===== src/rtl/shifter_pkg.sv =====
// shifter_pkg: shared FSM encoding and stage constants for the iterative right shifter.
package shifter_pkg;
  typedef enum logic [1:0] {S_IDLE, S_SHIFT, S_DONE} state_t;
  localparam int SHIFT_STAGES = 5;
  localparam logic [2:0] LAST_STAGE = 3'd4;
endpackage


===== src/rtl/shift_right_stage.sv =====
// shift_right_stage: one reusable stage, shifts right by 2^stage with fill bits when enabled.
module shift_right_stage #(
  parameter int N = 32
) (
  input  logic [N-1:0] in,
  input  logic [2:0]   stage,
  input  logic         enable,
  input  logic         fill,
  output logic [N-1:0] out
);
  logic [5:0] amt;
  assign amt = 6'd1 << stage;
  assign out = enable ? N'({{N{fill}}, in} >> amt) : in;
endmodule


===== src/rtl/shift_right_iterative.sv =====
// shift_right_iterative: SRL/SRA resolving one shamt bit per clock through a single reused stage.
module shift_right_iterative
  import shifter_pkg::*;
#(
  parameter int N = 32
) (
  input  logic                 clk,
  input  logic                 rst,
  input  logic [N-1:0]         in,
  input  logic [$clog2(N)-1:0] shamt,
  input  logic                 arith,
  input  logic                 in_valid,
  output logic                 in_ready,
  output logic [N-1:0]         out,
  output logic                 out_valid,
  input  logic                 out_ready
);
  state_t                  state_q, state_d;
  logic [2:0]              stage_q, stage_d;
  logic [N-1:0]            work_q, work_d, stage_out;
  logic [SHIFT_STAGES-1:0] shamt_q, shamt_d;
  logic                    fill_q, fill_d, accept, shifting, stage_en;
  assign accept   = in_valid && in_ready;
  assign shifting = state_q == S_SHIFT;
  assign stage_en = |(shamt_q & (SHIFT_STAGES'(1) << stage_q));
  shift_right_stage #(.N(N)) u_stage (
    .in    (work_q),
    .stage (stage_q),
    .enable(stage_en),
    .fill  (fill_q),
    .out   (stage_out)
  );
  always_ff @(posedge clk) begin
    if (rst) state_q <= S_IDLE;
    else     state_q <= state_d;
  end
  always_comb begin
    state_d = state_q;
    case (state_q)
      S_IDLE:  state_d = accept ? S_SHIFT : S_IDLE;
      S_SHIFT: state_d = stage_q == LAST_STAGE ? S_DONE : S_SHIFT;
      S_DONE:  state_d = out_ready ? S_IDLE : S_DONE;
      default: state_d = S_IDLE;
    endcase
  end
  always_comb begin
    in_ready  = state_q == S_IDLE;
    out_valid = state_q == S_DONE;
    out       = work_q;
  end
  // Fill is latched at accept so later changes on in cannot leak into the result.
  always_comb begin
    work_d  = accept ? in : shifting ? stage_out : work_q;
    stage_d = accept ? 3'd0 : shifting ? stage_q + 3'd1 : stage_q;
    shamt_d = accept ? shamt : shamt_q;
    fill_d  = accept ? arith & in[N-1] : fill_q;
  end
  always_ff @(posedge clk) begin
    if (rst) begin
      work_q  <= '0;
      stage_q <= '0;
      shamt_q <= '0;
      fill_q  <= 1'b0;
    end else begin
      work_q  <= work_d;
      stage_q <= stage_d;
      shamt_q <= shamt_d;
      fill_q  <= fill_d;
    end
  end
endmodule


===== config.mk =====
export PLATFORM = sky130hd
export DESIGN_NAME = shift_right_iterative
export DESIGN_NICKNAME = d
export VERILOG_FILES = /design/src/rtl/shifter_pkg.sv /design/src/rtl/shift_right_stage.sv /design/src/rtl/shift_right_iterative.sv
export SDC_FILE = /design/constraint.sdc
export NUM_CORES = 1
export LEC_CHECK = 0
export ABC_CLOCK_PERIOD_IN_PS = 5700
export CAP_MARGIN = 20
export CORE_ASPECT_RATIO = 1.4
export CORE_UTILIZATION = 25
export CTS_CLUSTER_DIAMETER = 60
export DETAILED_ROUTE_END_ITERATION = 10
export PLACE_DENSITY_LB_ADDON = 0.1
export SYNTH_ARGS = -nofsm -noshare
export SYNTH_HDL_FRONTEND = slang
export SYNTH_SLANG_ARGS = --single-unit

===== constraint.sdc =====
create_clock -name clk -period 5.7 [get_ports clk]
set_input_delay 1.14 -clock clk [delete_from_list [all_inputs] [get_ports clk]]
set_output_delay 1.14 -clock clk [all_outputs]
set_load 0.005 [all_outputs]

==> reports/qor.txt <==
Status - finished, final reports clean
Util after Layout - 31.3%
Final hold violations - 0
Root buffer cell - clkbuf_16
Critical Path Start Type - flop
Total gr overflow - 0
Slew HR - 25.9%
Number of antenna diodes - 0
Die X - 110 um
GRT Util Overall - 21.3%
Io pins - 76
Placed cells - 743
Yosys warns - 0
Design area - 0.00504 mm2
Commonest non-fill, non-tap cells in the layout - 75 x clkdlybuf4s50_1, 65 x nor2_1, 53 x nand2_1
Leak - 1.93 nW
R2r endpoint - out[4]
Total core area - 0.0161 mm2
Crit-path max FO - 29
CTS tree - built
Critical path class - flop to flop
Tot Pwr - 1.14 mW
Register area share after synthesis - 21.0%
H-tree depth - 2
Reg2reg setup slack - 1.72 ns
I/O Buffers - 75
Filler Cell Count - 1770
Crit-path cells - inv_1 > ha_1 > a222oi_1 > nand2b_1 > nand2_1 > buf_8 > o221ai_1 > a211oi_1
Antenna violations before repair - 0
Clk pin slew, worst setup/hold paths - 0.06 ns
Clk_skew - 0.0101 ns
Drt first-iter violations - 509
Finished Layout Cells - 750
CP max-delay cell - dfxtp_1
Pwr per Cell Area - 227 mW/mm2
Area Growth Syn to Fin - 23.1%
RSZ-0062 raised after global routing - no
Post-cts sizing count - 0
Worst EP arrival - 4.11 ns
Vias - 4442
DRC Markers - 0
Clock buffer count from CTS - 5
Synth Register Bits - 43
Setup TNS - 0 ns
Routability cong. - 0.878
Critical Path End Type - flop
Drt pass-1 iters - 6
Post-synth EDFFs - 0
Clock Sinks - 43
Final HPWL DP - 12.8 mm
Syn Std Cell Area - 0.00410 mm2
CTS max path bufs - 2
Max-cap viol count - 0
Die height - 153 um
Worst hold path class - flop to flop
Commonest non-fill, non-tap cell in the layout - clkdlybuf4s50_1
Minimum clock period - 3.98 ns
Placed cell area - 0.00490 mm2
Initial Util - 25.4%
Synthesized Nets - 557
Min-Delay Endpoint - shamt_q[0]
Post-synth ARST share - 0%
Ratio of cells with drive above 1 in the final layout - 8.71%
Setup-failing EPs final - 0
Drt total wl - 17.7 mm
Largest net degree at the start of global routing - 43
Worst path max stage delay - 1.05 ns
Drt wl/cell - 23.6 um
Least-Margin Pin Slew - 1.11 ns
Die area - 0.0169 mm2
Peak supply drop - 0.114 mV
Fmax - 0.251 GHz
R2R cell count - 8
Drt via density - 5.92
Worst Hold Path Cells - 2
Cts hold-fix bufs - 0
Slew Viols, Final - 0
First-pass GRT wire length - 26.9 mm
# rows - 55
Prevailing post-synth register cell - dfxtp_1
Final #Nets - 599
Postcts setup bufs - 0
Post-synthesis cell type count - 55
Hold Crit Start - shamt_q[0]
Share of the clock period used by the worst path - 69.8%
Post-Synthesis Cells - 510
Synth Area per Inst - 8.03 um2
Req. time, crit path - 5.83 ns
RR Startpoint - stage_q[2]
Routed Antenna Nets - 0
Clk_lat worst skew - 0.30 ns
Vias in the first global route - 4287
## cells in the mapped netlist, drive strengths merged (4+ instances only)
| master | number | area, um2 |
|---|---|---|
| nor2b | 5 | 38.8 |
| and2 | 5 | 31.3 |
| a211oi | 8 | 60.1 |
| nor3 | 13 | 65.1 |
| nand2b | 4 | 25.0 |
| nor2 | 65 | 244 |
| mux2i | 43 | 430 |
| inv | 10 | 37.5 |
| a221oi | 4 | 35.0 |
| buf | 27 | 189 |
| dfxtp | 43 | 861 |
| a2111oi | 6 | 60.1 |
| nand3 | 7 | 35.0 |
| nand2 | 53 | 199 |
| nor4 | 11 | 75.1 |
| nor3b | 5 | 37.5 |
| o22ai | 7 | 43.8 |
| ha | 5 | 62.6 |
| mux2 | 5 | 56.3 |
| a31oi | 18 | 119 |
| o211ai | 8 | 60.1 |
| mux4 | 23 | 533 |
| a22oi | 5 | 37.5 |
| o21ai | 23 | 115 |
| o221ai | 16 | 140 |
| a21oi | 42 | 210 |
| clkbuf | 24 | 90.1 |
## state kept, by name, indices dropped and copies added, names as in the netlist
register and cells:
state_q 2, fill_q 1, stage_q 3, shamt_q 5
out 32
## layout make-up
class / instances / area (um2) / share of cell area [%]
clock buffer: 6 / 129 / 2.55
inverter: 11 / 41.3 / 0.818
multi-input combinational: 405 / 2920 / 58.0
sequential: 43 / 861 / 17.1
tap: 199 / 249 / 4.94
timing repair buffer: 86 / 841 / 16.7
## worst max-delay path, delay by kind of cell (launching register included)
kind	cells	cell delay, ns
simple gates	2	0.96
compound gates	3	0.78
buf+inv	2	0.67
fa+ha+maj	1	0.32
flops	1	1.05
## cell families (layout without fill, tap and decap cells)
kind of cell | after synthesis | count (layout) | share of synthesized area, %
buffers and inverters | 62 | 103 | 7.82
DFF | 43 | 43 | 21.0
xor gates and xnor gates | 2 | 2 | 0.428
adders and majority gates | 5 | 5 | 1.53
and+or+nand+nor | 172 | 172 | 19.1
muxes | 71 | 71 | 24.9
AOI/OAI and AO/OA | 155 | 155 | 25.3
## where the power goes
| group | switching, mW | total (mW) | internal, mW |
|---|---|---|---|
| Sequential | 0.0629 | 0.392 | 0.329 |
| Clock | 0.131 | 0.289 | 0.158 |
| Combinational | 0.241 | 0.463 | 0.222 |
## metrics by stage
step / hold slack (ns) / setup slack (ns)
finish: 0.455 / 1.72
global route: 0.468 / 1.47
CTS: 0.456 / 1.46
detailed placement: 0.447 / 1.48
global placement: 0.447 / 1.51
floorplan: 0.433 / 3.19
## metal layers
layer	routed length (um)	global-route usage, %	vias up
met5	0	0	-
met4	699	9.34	0
met3	919	2.99	37
met2	8640	34.3	179
met1	7440	28.0	2197
li1	-	-	2029
## worst max-delay path by stage
stage,cells after the start,from,endpoint
global placement,7,stage_q[2],out[9]
global route,8,stage_q[2],out[6]
floorplan,7,in_valid,out[15]
finish,8,stage_q[2],out[4]
detailed placement,7,stage_q[2],out[15]
CTS,7,stage_q[2],out[15]
(Power assumes the default switching activity.)
